[src/rtl/param_stream_fifo.sv]
// rtl/param_stream_fifo.sv - parameterised first-word-fall-through stream FIFO with preload and flush
//
// Ports:
//   clk, rst        rising-edge clock, synchronous active-high reset
//   flush           synchronous soft clear back to the preload state
//   din_*           write stream (valid/ready/data/eot); din_eot[1] may act as flush
//   dout_*          read stream (valid/ready/data/eot), head entry shown combinationally
//   level           current occupancy, 0..DEPTH
//   almost_full     level >= AF_LEVEL
//   almost_empty    level <= AE_LEVEL

module param_stream_fifo #(
  parameter int W_DATA       = 8,
  parameter int DEPTH        = 32,
  parameter int PRELOAD      = 4,
  parameter int AF_LEVEL     = DEPTH - 4,
  parameter int AE_LEVEL     = 4,
  parameter bit FLUSH_ON_EOT = 1'b1
) (
  input  logic                       clk,
  input  logic                       rst,
  input  logic                       flush,
  input  logic                       din_valid,
  output logic                       din_ready,
  input  logic [W_DATA-1:0]          din_data,
  input  logic [1:0]                 din_eot,
  output logic                       dout_valid,
  input  logic                       dout_ready,
  output logic [W_DATA-1:0]          dout_data,
  output logic [1:0]                 dout_eot,
  output logic [$clog2(DEPTH+1)-1:0] level,
  output logic                       almost_full,
  output logic                       almost_empty
);

  localparam int LW = $clog2(DEPTH + 1);
  localparam int PW = (DEPTH > 2) ? $clog2(DEPTH) : 1;
  localparam int EW = W_DATA + 2;

  localparam logic [LW-1:0] LVL_FULL = LW'(DEPTH);
  localparam logic [LW-1:0] LVL_PRE  = LW'(PRELOAD);
  localparam logic [LW-1:0] LVL_AF   = LW'(AF_LEVEL);
  localparam logic [LW-1:0] LVL_AE   = LW'(AE_LEVEL);
  localparam logic [LW-1:0] LVL_ONE  = LW'(1);
  localparam logic [PW-1:0] PTR_LAST = PW'(DEPTH - 1);
  localparam logic [PW-1:0] PTR_PRE  = PW'(PRELOAD % DEPTH);
  localparam logic [PW-1:0] PTR_ONE  = PW'(1);

  if (DEPTH < 2) begin : g_bad_depth
    $error("param_stream_fifo: DEPTH must be >= 2");
  end
  if (PRELOAD < 0 || PRELOAD > DEPTH) begin : g_bad_preload
    $error("param_stream_fifo: PRELOAD must be in 0..DEPTH");
  end
  if (AF_LEVEL < 1 || AF_LEVEL > DEPTH) begin : g_bad_af
    $error("param_stream_fifo: AF_LEVEL must be in 1..DEPTH");
  end
  if (AE_LEVEL < 0 || AE_LEVEL > DEPTH - 1) begin : g_bad_ae
    $error("param_stream_fifo: AE_LEVEL must be in 0..DEPTH-1");
  end
  if (W_DATA < 1) begin : g_bad_width
    $error("param_stream_fifo: W_DATA must be >= 1");
  end

  logic [EW-1:0] mem [DEPTH];
  logic [PW-1:0] rd_ptr;
  logic [PW-1:0] wr_ptr;
  logic          flush_now;
  logic          wr_en;
  logic          rd_en;

  assign dout_valid   = (level != '0);
  // A full FIFO still accepts a beat when the head is leaving in the same cycle.
  assign din_ready    = (level != LVL_FULL) | dout_ready;
  assign almost_full  = (level >= LVL_AF);
  assign almost_empty = (level <= LVL_AE);

  // An end-of-transfer beat with eot[1] set is consumed as a flush, never stored.
  assign flush_now = flush | (FLUSH_ON_EOT & din_valid & din_eot[1]);
  assign wr_en     = din_valid & din_ready & ~flush_now;
  assign rd_en     = dout_valid & dout_ready & ~flush_now;

  // Head entry is driven straight from storage: first-word-fall-through.
  assign {dout_eot, dout_data} = mem[rd_ptr];

  always_ff @(posedge clk) begin
    if (rst || flush_now) begin
      // Preload entries are simply the zeroed slots between rd_ptr and wr_ptr.
      rd_ptr <= '0;
      wr_ptr <= PTR_PRE;
      level  <= LVL_PRE;
      for (int i = 0; i < DEPTH; i++) begin
        mem[i] <= '0;
      end
    end else begin
      if (wr_en) begin
        mem[wr_ptr] <= {din_eot, din_data};
        wr_ptr      <= (wr_ptr == PTR_LAST) ? '0 : wr_ptr + PTR_ONE;
      end
      if (rd_en) begin
        rd_ptr <= (rd_ptr == PTR_LAST) ? '0 : rd_ptr + PTR_ONE;
      end
      case ({wr_en, rd_en})
        2'b10:   level <= level + LVL_ONE;
        2'b01:   level <= level - LVL_ONE;
        default: level <= level;
      endcase
    end
  end

endmodule

[config.mk]
export PLATFORM = sky130hd
export DESIGN_NAME = param_stream_fifo
export DESIGN_NICKNAME = d
export VERILOG_FILES = /design/src/rtl/param_stream_fifo.sv
export SDC_FILE = /design/constraint.sdc
export NUM_CORES = 1
export LEC_CHECK = 0
export CAP_MARGIN = 20
export CORE_ASPECT_RATIO = 1.5
export CORE_MARGIN = 2
export CORE_UTILIZATION = 60
export CTS_CLUSTER_DIAMETER = 60
export CTS_CLUSTER_SIZE = 24
export DETAILED_ROUTE_END_ITERATION = 12
export PLACE_DENSITY = 0.87
export SLEW_MARGIN = 30
export SYNTH_ARGS = -nofsm -noshare
export SYNTH_HDL_FRONTEND = slang
export SYNTH_SLANG_ARGS = --single-unit
export TNS_END_PERCENT = 100
[constraint.sdc]
create_clock -name clk -period 4.3 [get_ports clk]
set_clock_uncertainty 0.2 [all_clocks]
set_input_delay 0.86 -clock clk [delete_from_list [all_inputs] [get_ports clk]]
set_output_delay 0.86 -clock clk [all_outputs]
set_load 0.01 [all_outputs]
-- Word level (Yosys, flattened, before mapping)
Memories as Yosys holds them, arrays and structs flattened. A register that Yosys moved wholly into a read port is not among the register bits.
Cells that the tools add are included.
- bits of input ports: 15
- logic and storage cells: 40
- memories kept: 1
- memory bits (writable): 320
- bits in latches: 0
- register bits: 16
- ROM bits: 0
- $mul: 0
- add/sub/neg operators: 4
- reduce and logical (&&, ||, !) cells: 4
- shift-type cells: 0
- $lt $le $gt $ge: 2
- muxes and demuxes: 13
- divide/modulo/power cells: 0
- equality and inequality tests: 5
- bitwise operators: 8
- memory list (memory ; depth ; bits a word ; read ports ; clocked after memory_dff ; wr ports ; RTL line ; RTL):
    mem ; 32 ; 10 ; 1 ; 1 ; 32 ; 65 ; logic [EW-1:0] mem [DEPTH];
- operators with widths (operator ; number):
    5-bit two-way mux ; 5
    6-bit case mux with 2 select lines ; 1
    5-bit by 1-bit adder with 5-bit output, second input constant ; 2
    5-bit equality test, second input constant ; 2
    10-bit two-way mux ; 1
    10-bit OR reduction ; 1
    6-bit by 1-bit adder with 6-bit output, second input constant ; 1
    6-bit by 5-bit >= comparator with 1-bit output, second input constant ; 1
    6-bit by 3-bit less-or-equal comparator with 1-bit output, second input constant ; 1
    1-bit two-way mux ; 6
    6-bit inequality test, second input constant ; 1
    6-bit nonzero test ; 1
    6-bit by 1-bit subtractor with 6-bit output, second input constant ; 1
    1-bit bitwise AND ; 5
    2-bit by 1-bit equality test with 1-bit output, second input constant ; 1
    2-bit equality test, second input constant ; 1
    1-bit bitwise OR ; 2
    2-bit nonzero test ; 1
    1-bit logical OR ; 1
    1-bit inverter ; 1

-- Logic depth before layout (Yosys ltp)
Gate-level depths: netlist (run 1).
- depth after elaboration: 9
- gate-level depth with buffers: 10

-- Worst setup path after synthesis (run 1)
No wires, ideal clock.
- kind: input to register
- from: input port dout_ready
- to: register level[5]
- stages: 10
- setup slack: 0.709 ns
- data required time: 4.030 ns
- data arrival time: 3.321 ns
- cell sequence: nand2b_1 > clkbuf_2 > o31ai_2 > or3_1 > ha_1 > ha_1 > o21ai_0 > or4_1 > a31o_2 > a21oi_1
- cells in the longest elaborated chain, start to end: 5
- elaborated cells between the ends (all ways): 9
- classes of those cells: 2 x eq/ne; 1 x mux; 5 x bitwise; 1 x reduce/logical
- ends and longest elaborated chain (element ; RTL line ; RTL):
    start: declaration ; 28 ; input logic dout_ready,
    1-bit bitwise OR ; 74 ; assign din_ready = (level != LVL_FULL) | dout_ready;
    1-bit bitwise AND (2 in series) ; 80 ; assign wr_en = din_valid & din_ready & ~flush_now;
    2-bit by 1-bit equality test with 1-bit output / 2-bit equality test (equally long branches) ; 103 ; case ({wr_en, rd_en})
    6-bit case mux with 2 select lines / 2-bit nonzero test (equally long branches) ; n/a ;
    end signal: assignment ; 104 ; 2'b10: level <= level + LVL_ONE;
    end signal: assignment ; 105 ; 2'b01: level <= level - LVL_ONE;
    end signal: assignment ; 106 ; default: level <= level;
    end: declaration ; 31 ; output logic [$clog2(DEPTH+1)-1:0] level,
Parallel ways exist; a longest one is shown, timed or not.
A chain may end at the register's enable or synchronous reset.

==> summary.md, run 1 <==
| Metric | Value |
|---|---|
| Initial Utilization | `61.2%` |
| Fin crit share | `96.7%` |
| GPL Wtd Cong | `0.843` |
| Dominant cell type by area after synthesis | `edfxtp_1` |
| Synthesized area per cell | `14.4 um2` |
| Antenna-violating nets left | `0` |
| Cell count after synthesis | `1100` |
| Residual DRC | `0` |
| Antenna violations before repair | `0` |
| Share of layout cells above drive strength 1 | `12.8%` |
| Asr flop ratio synth | `0%` |
| Hold_buf cts | `0` |
| Multi-input logic area | `5610 um2` |
| Vias in the first global route | `9645` |
| Die W | `137 um` |
| Worst Hold Class | `reg -> reg` |
| Total of max-cap violations | `0` |
| Crit path max fanout | `22` |
| P&R area growth vs syn | `10.0%` |
| RR Startpoint | `level[3]` |
| Crit end category | `output pin` |
| Reg area | `10000 um2` |
| Clock Path Buffers | `3` |
| Site Rows | `72` |
| WS Path Type | `reg -> out` |
| Maximum vdd drop | `0.323 mV` |
| Max-Slew Margin vs Limit | `44.3%` |
| Die area | `27700 um2` |
| EDFF count, synth | `320` |
| Status | `complete, no violations` |
| Hold path depth | `2` |
| Cell Area, Synth | `15800 um2` |
| Inserted Diodes | `0` |
| Nets | `1194` |
| Final setup TNS | `0 ns` |
| Hold_sp | `rd_ptr[3]` |
| CTS tree | `done` |
| Final WL | `35.7 mm` |
| Htree depth | `1` |
| Pin count of the biggest net entering global routing | `45` |
| RSZ-0062 raised after global routing | `false` |
| Largest cells by area after synthesis | `edfxtp_1 (61%), and2_1 (11%), mux4_2 (5.7%), mux2i_1 (5.4%), dfxtp_1 (2.7%)` |
| Final Hold Vio Count | `0` |
| Most frequent cells in the layout | `edfxtp_1 (320), and2_1 (289), mux2i_1 (85), buf_4 (50)` |
| Final setup violation count | `0` |
| Startpoint types | `flip-flop` |
| Post-synth cell types | `52` |
| Clock root cell | `clkbuf_16` |
| Core area | `25900 um2` |
| CTS Sinks | `341` |
| Pwr dens | `345 nW/um2` |
| Cts bufs inserted | `18` |
| DR vias | `9445` |
| Commonest non-fill, non-tap cell in the layout | `edfxtp_1` |
| Top FF cell, synth | `edfxtp_1` |
| Worst Tran Pin Value | `0.834 ns` |
| DP Worst Slack | `0.269 ns` |
| Warnings, synthesis | `0` |
| TritonRoute pass-1 iters | `5` |
| FF-to-FF setup slack | `0.52 ns` |
| FF-to-FF path depth | `9` |
| Total GRT Usage | `26.0%` |
| Global-route wire length before repair | `53.4 mm` |
| FILL cells | `1674` |
| Worst-path clk slew | `0.09 ns` |
| Leakage power | `0.00631 uW` |
| Synth top area share | `60.7%` |
| Clock Latency Late Sink | `0.52 ns` |
| Maximum achievable frequency | `0.240 GHz` |
| Worst r2r dst | `level[5]` |
| DR WL/cell | `23.6 um` |
| Sequential area share after synthesis | `63.4%` |
| Yosys reg bits | `341` |
| HPWL after detailed placement | `23.4 mm` |
| Final Slew Violations | `0` |
| Critical Path RT | `3.24 ns` |
| DR iter-0 viols | `839` |
| Critical Path AT | `3.10 ns` |
| Ports | `35` |
| PortBufs | `34` |
| Total congestion overflow | `0` |
| Die Ht | `203 um` |
| Via density | `6.25` |
| Final WS setup | `0.141 ns` |
| Min cycle time layout | `4.16 ns` |
-- report_power, final --
part | total (uW) | switching [uW] | internal (uW)
Combinational | 335 | 216 | 118
Clock | 1860 | 1020 | 842
Sequential | 3810 | 49.7 | 3760
-- timing repair --
| action | CTS | global route |
|---|---|---|
| buffers inserted | 0 | 1 |
| endpoints found under the setup margin | 0 | 4 |
| gates resized for setup | 0 | 1 |
| hold endpoints to repair | 0 | 0 |
-- metal layers --
| metal | part of all wire (%) | GRT usage, % | wire (um) | vias to the layer above |
|---|---|---|---|---|
| met2 | 53 | 46.4 | 18900 | 474 |
| met3 | 6.7 | 2.70 | 2400 | 130 |
| met4 | 7.2 | 17.0 | 2560 | 0 |
| met5 | 0 | 0 | 0 | - |
| met1 | 33 | 28.9 | 11900 | 4643 |
| li1 | - | - | - | 4198 |
-- cell type report --
type	count	share of cell area [%]
repair buffers	88	4.57
multi-input cells	713	32.2
well taps	333	2.39
flip-flops and latches	341	57.6
inverters	4	0.0862
clock inverters	2	0.144
clock buffers	30	2.97
-- kinds of logic after synthesis --
logic type	count (synthesis)	synth area share [%]
simple gates	418	16.3
flops	341	63.4
mux	125	11.1
compound gates	122	5.92
buf+inv	77	2.03
fa+ha+maj	13	1.08
xor+xnor	3	0.166
other cells	1	0.0237
-- worst max-delay path by stage --
stage	to	slack [ns]	depth (start not counted)	from
after global routing	dout_data[5]	0.03	6	flip-flop
after global placement	level[5]	0.40	9	din_valid
after detailed placement	level[5]	0.27	9	din_valid
after CTS	dout_data[2]	0.13	6	flip-flop
after floorplan	level[5]	0.71	10	dout_ready
final	dout_data[1]	0.14	6	flip-flop
-- worst max-delay path, cell delays in order, from the launching register on --
cell and delay, ns:
dfxtp_2 0.44, buf_16 0.23, mux4_2 0.57, a22o_1 0.28
a221oi_1 0.34, nand3_1 0.19, clkdlybuf4s50_1 0.51
-- synthesized netlist by cell type, types with 9 or more instances --
library cell	n
a21oi_1	9
a221oi_1	10
a22o_1	10
a22oi_1	40
and2_1	289
clkbuf_1	55
dfxtp_1	21
edfxtp_1	320
ha_1	12
mux2i_1	85
mux4_2	40
nand2_1	9
nand2b_1	9
nand3_1	35
nor2_1	28
nor2_2	9
o21ai_0	33
-- state kept, by name, indices dropped and copies added, names as in the netlist, named ones only --
name,count
rd_ptr,5
level,6
wr_ptr,5
mem,320
-- through the flow --
stage	area (um2)	total power (uW)	utilization, %	std cells	hold slack (ns)
2_1_floorplan	15900	4050	-	1131	0.268
5_1_grt	17400	6140	67.4	1511	0.350
3_3_place_gp	16800	4190	65.1	1477	0.295
3_5_place_dp	16800	4210	65.0	1477	0.303
4_1_cts	17300	6000	67.1	1509	0.318
6_report	17400	6010	67.4	1511	0.326
Power figures use the tool's default switching activity.
==> inputs of run 2 (changes only) <==
--- a/config.mk
+++ b/config.mk
@@ -12,7 +12,7 @@
 export CTS_CLUSTER_DIAMETER = 60
 export CTS_CLUSTER_SIZE = 24
 export DETAILED_ROUTE_END_ITERATION = 12
-export PLACE_DENSITY = 0.87
+export PLACE_DENSITY_LB_ADDON = 0.3
 export SLEW_MARGIN = 30
 export SYNTH_ARGS = -nofsm -noshare
 export SYNTH_HDL_FRONTEND = slang
==> run 2 against run 1 <==
Effect of this change: cell count decreased by 0.13%; non-clock buffer count increased by 5; core utilization about the same; sequential share of layout area about the same; hold slack about the same; first-iteration DRC count increased by 3.5%; die area unchanged; maximum frequency decreased by 1.2%; count of clock-buffer cells in the layout decreased by 7; design area about the same; global-route usage decreased by 0.29 points; register-to-register slack about the same; largest cell class unchanged.
==> summary.md, run 2 (synthesis gave the netlist of run 1 again) <==
| Metric | Value |
|---|---|
| Total GRT Usage | `25.7% (was 26.0%)` |
| TritonRoute pass-1 iters | `6 (was 5)` |
| Worst Hold Class | `reg -> reg (unchanged)` |
| CTS Sinks | `341 (unchanged)` |
| Worst Path Buf+Inv | `2 (unchanged)` |
| Clock root cell | `clkbuf_16 (unchanged)` |
| Cts bufs inserted | `18 (unchanged)` |
| Crit end category | `output pin (unchanged)` |
| Commonest non-fill, non-tap cell in the layout | `edfxtp_1 (unchanged)` |
| Inserted Diodes | `0 (unchanged)` |
| Max-Slew Margin vs Limit | `44.4% (was 44.3%)` |
| Pin count of the biggest net entering global routing | `45 (unchanged)` |
| Most frequent cells in the layout | `edfxtp_1 (320), and2_1 (289), mux2i_1 (85), buf_4 (57) (was edfxtp_1 (320), and2_1 (289), mux2i_1 (85), buf_4 (50))` |
| Final setup violation count | `0 (unchanged)` |
| Max FFs per register | `320 (unchanged)` |
| Initial Utilization | `61.2% (unchanged)` |
| WHS | `0.326 ns (about the same)` |
| DR iter-0 viols | `868 (was 839)` |
| Antenna violations before repair | `0 (unchanged)` |
| Worst-path clk slew | `0.09 ns (about the same)` |
| Critical path's largest stage delay | `0.56 ns (was 0.57 ns)` |
| Top reg by flops | `mem (unchanged)` |
| Final WL | `34.3 mm (was 35.7 mm)` |
| Die area | `27700 um2 (unchanged)` |
| Final setup TNS | `0 ns (unchanged)` |
| WS Path Type | `reg -> out (unchanged)` |
| Final Hold Vio Count | `0 (unchanged)` |
| Biggest regs | `mem (320), level (6) (unchanged)` |
| Maximum achievable frequency | `0.238 GHz (was 0.240 GHz)` |
| DR vias | `9071 (was 9445)` |
| Die W | `137 um (unchanged)` |
| # Post-CTS Setup Buffers | `0 (unchanged)` |
| DP Worst Slack | `0.302 ns (was 0.269 ns)` |
| Critical Path AT | `3.15 ns (was 3.10 ns)` |
| Htree depth | `1 (unchanged)` |
| Ports | `35 (unchanged)` |
| Worst Tran Pin Value | `0.832 ns (was 0.834 ns)` |
| Clock Path Buffers | `3 (unchanged)` |
| Pwr dens | `342 nW/um2 (was 345 nW/um2)` |
| Leakage power | `0.00633 uW (was 0.00631 uW)` |
| Die Ht | `203 um (unchanged)` |
| Nets | `1199 (was 1194)` |
| Total congestion overflow | `0 (unchanged)` |
| Crit path max fanout | `44 (was 22)` |
| Core area | `25900 um2 (unchanged)` |
| Global-route wire length before repair | `52.4 mm (was 53.4 mm)` |
| PortBufs | `34 (unchanged)` |
| RSZ-0062 raised after global routing | `false (unchanged)` |
| CTS tree | `done (unchanged)` |
| GPL Wtd Cong | `0.819 (was 0.843)` |
| DR WL/cell | `22.7 um (was 23.6 um)` |
| Antenna-violating nets left | `0 (unchanged)` |
| Via density | `6.01 (was 6.25)` |
| Fin crit share | `97.9% (was 96.7%)` |
| Startpoint types | `flip-flop (unchanged)` |
| Final Slew Violations | `0 (unchanged)` |
| Clock Latency Late Sink | `0.50 ns (was 0.52 ns)` |
| Total of max-cap violations | `0 (unchanged)` |
| CP Cell Sequence | `buf_12, mux4_2, a22o_1, a221oi_1, nand3_1, clkdlybuf4s50_1 (was buf_16, mux4_2, a22o_1, a221oi_1, nand3_1, clkdlybuf4s50_1)` |
| P&R area growth vs syn | `9.95% (was 10.0%)` |
| HPWL after detailed placement | `22.9 mm (was 23.4 mm)` |
| Vias in the first global route | `9081 (was 9645)` |
| Residual DRC | `0 (unchanged)` |
| Site Rows | `72 (unchanged)` |
| Min cycle time layout | `4.21 ns (was 4.16 ns)` |
| Final WS setup | `0.0903 ns (was 0.141 ns)` |
| Critical Path RT | `3.24 ns (about the same)` |
| Status | `complete, no violations (unchanged)` |
| Share of layout cells above drive strength 1 | `13.4% (was 12.8%)` |
| CP max stage cell | `mux4_2 (unchanged)` |
| Kind of cell adding the most delay to the critical path | `buffers and inverters (unchanged)` |
| Maximum vdd drop | `0.304 mV (was 0.323 mV)` |
==> run 2: where the power goes <==
group / leakage [uW] / switching (uW) / internal, uW
clock network: 0.000256 / 990 / 832
registers: 0.00378 / 46.5 / 3760
logic: 0.00229 / 208 / 119
total: 0.00633 / 1240 / 4710
==> run 2: path summary, 6_finish.rpt <==
path                                      to      start  cells after the start  slack (ns)
worst min register to register     rd_ptr[3]  rd_ptr[3]                      2        0.33
worst max register to register      level[5]   level[3]                      9        0.53
worst max-delay path            dout_data[2]  flip-flop                      6        0.09
worst min-delay path               rd_ptr[3]  rd_ptr[3]                      2        0.33
==> run 2: what timing repair did <==
action                                  4_1_cts  5_1_grt
gates resized for setup                       0        2
hold buffers                                  0        0
endpoints found under the setup margin        0        2
==> run 2: area by class of cell <==
type | count | area (um2)
clock buffers | 23 | 500
clock inverters | 2 | 25.0
fillers | 1734 | 8450
inverters | 4 | 15.0
multi-input cells | 713 | 5620
flip-flops and latches | 341 | 10000
well taps | 333 | 417
repair buffers | 93 | 793
==> run 2: stage by stage <==
step / total power [uW] / instances / utilization [%] / cell area [um2]
floorplan: 4050 / 1131 / - / 15900
global placement: 4190 / 1484 / 65.3 / 16900
detailed placement: 4210 / 1484 / 65.2 / 16900
CTS: 5970 / 1509 / 67.3 / 17400
global route: 6120 / 1509 / 67.3 / 17400
finish: 5960 / 1509 / 67.3 / 17400
==> run 2: per-layer routing <==
layer / share of wire [%] / wire, um / track usage, %
met5: 0 / 0 / 0
met4: 4.9 / 1680 / 11.8
met3: 4.9 / 1690 / 2.90
met2: 53 / 18100 / 44.8
met1: 38 / 12900 / 31.8
==> run 2: tightest hold or removal path: stages, from the launching register on <==
cell,delay (ns)
dfxtp_1,0.33
o21ai_0,0.07
a21oi_1,0.07
==> patch: new RTL, settings of run 1 <==
Change the parameter `W_DATA` from 8 to 6.
--- a/src/rtl/param_stream_fifo.sv
+++ b/src/rtl/param_stream_fifo.sv
@@ -12,3 +12,3 @@
 module param_stream_fifo #(
-  parameter int W_DATA       = 8,
+  parameter int W_DATA       = 6,
   parameter int DEPTH        = 32,
Ports: changed (resized din_data and dout_data); port bits go from 35 to 31. No check against the original RTL was run, so the function may have changed too.
==> patch against run 1 <==
  * Cell area fell by 19%
  * Sequential cell count fell by 64
  * Area after synthesis fell by 18%
  * Worst setup slack got worse by 0.0040 ns
  * Critical path depth fell by 1
  * Routed wire length fell by 21%
  * Cell count fell by 18%
  * Power fell by 16%
  * Critical path type unchanged
  * Critical endpoint is now dout_eot[0]
==> patch: results <==
export IMPL_dp_hpwl_mm=19.5
export IMPL_portBuffers=30
export IMPL_ys_warn_count=0
export IMPL_cts_resized=1
export IMPL_p_leak_uw=0.00509
export IMPL_biggestRegsByFlops="mem (256), level (6)"
export IMPL_placed_cells=1209
export IMPL_gp_congestion=0.870
export IMPL_synth_fa_ha_area_share_pct=1.31
export IMPL_avgSynthCellArea_um2=14.2
export IMPL_drive_above_1_share_pct=11.9
export IMPL_grt_pass1_wl_mm=43.7
export IMPL_first_pass_iters=6
export IMPL_synth_xor_area_share_pct=0.202
export IMPL_synth_compound_area_share_pct=6.47
export IMPL_min_path_type="flop to flop"
export IMPL_pre_cts_ws_ns=0.190
export IMPL_clk_latency_ns=0.50
export IMPL_synthTopCellsByArea="edfxtp_1, and2_1, mux4_2"
export IMPL_cpMaxStageDelayCell="dfxtp_4"
export IMPL_seq_area_frac_synth_pct=62.3
export IMPL_synth_edf_count=256
export IMPL_vdd_ir_drop_max_mv=0.205
export IMPL_grt_use_total_pct=24.7
export IMPL_synthTopCellsByCount="edfxtp_1, and2_1, mux2i_1"
export IMPL_crit_fanout=18
export IMPL_cts_buffers=16
export IMPL_synth_cell_types=53
export IMPL_switching_share_pct=21.3
export IMPL_synth_area_mux_share_pct=10.9
export IMPL_outcome="finished, final reports clean"
export IMPL_fillers=1475
export IMPL_grt_pass1_vias=7778
export IMPL_slew_headroom_pct=39.9
export IMPL_via_per_inst=6.22
-- patch: cell types whose count changed after synthesis, sizes merged, moves of 2 or more --
| cell | change |
|---|---|
| nand3 | -6 |
| edfxtp | -64 |
| a22o | -2 |
| a22oi | -8 |
| buf | +5 |
| a221oi | -2 |
| and2 | -64 |
| mux2i | -16 |
| clkbuf | -16 |
| mux4 | -8 |
-- patch: worst paths after layout --
check | startpoint | endpoint | slack (ns) | cells after the start
worst min register to register | rd_ptr[3] | rd_ptr[3] | 0.33 | 2
worst max-delay path | flop | dout_eot[0] | 0.14 | 5
worst min-delay path | rd_ptr[3] | rd_ptr[3] | 0.33 | 2
worst max register to register | level[3] | level[5] | 0.57 | 9
-- patch: cells by family after synthesis --
kind of cell,count (synthesis)
fa+ha+maj,13
xor+xnor,3
buf+inv,65
compound gates,110
other cells,1
mux,101
flops,277
simple gates,348
-- patch: metrics by stage --
stage / hold WS [ns] / area [µm²]
6_report: 0.334 / 14200
5_1_grt: 0.360 / 14200
3_3_place_gp: 0.288 / 13700
4_1_cts: 0.331 / 14200
3_5_place_dp: 0.310 / 13600
2_1_floorplan: 0.268 / 13100
-- patch: critical path, delay by kind of cell, from the launching register on --
family,cells,cell delay [ns]
buffers and inverters,2,0.83
DFF,1,0.57
muxes,1,0.55
AOI/OAI and AO/OA,1,0.46
and+or+nand+nor,1,0.19
-- patch: power by group through the flow --
stage	clock network (µW)	registers [µW]	logic [µW]
floorplan	0	3140	158
global placement	0	3150	253
detailed placement	0	3160	262
CTS	1680	3100	262
global route	1790	3110	283
finish	1670	3100	265
-- patch: layer usage --
metal	vias to the layer above	track usage (%)	wire (µm)
met3	100	2.79	1720
li1	3458	-	-
met1	3789	28.5	9650
met4	0	12.2	1520
met5	-	0	0
met2	331	45.7	15200
-- patch: cell type report --
type | instances | area share (%)
Clock inverter | 4 | 0.441
Inverter | 3 | 0.0794
Tap cell | 272 | 2.40
Clock buffer | 21 | 3.18
Sequential cell | 277 | 57.3
Multi-Input combinational cell | 607 | 33.6
Timing Repair Buffer | 50 | 3.09
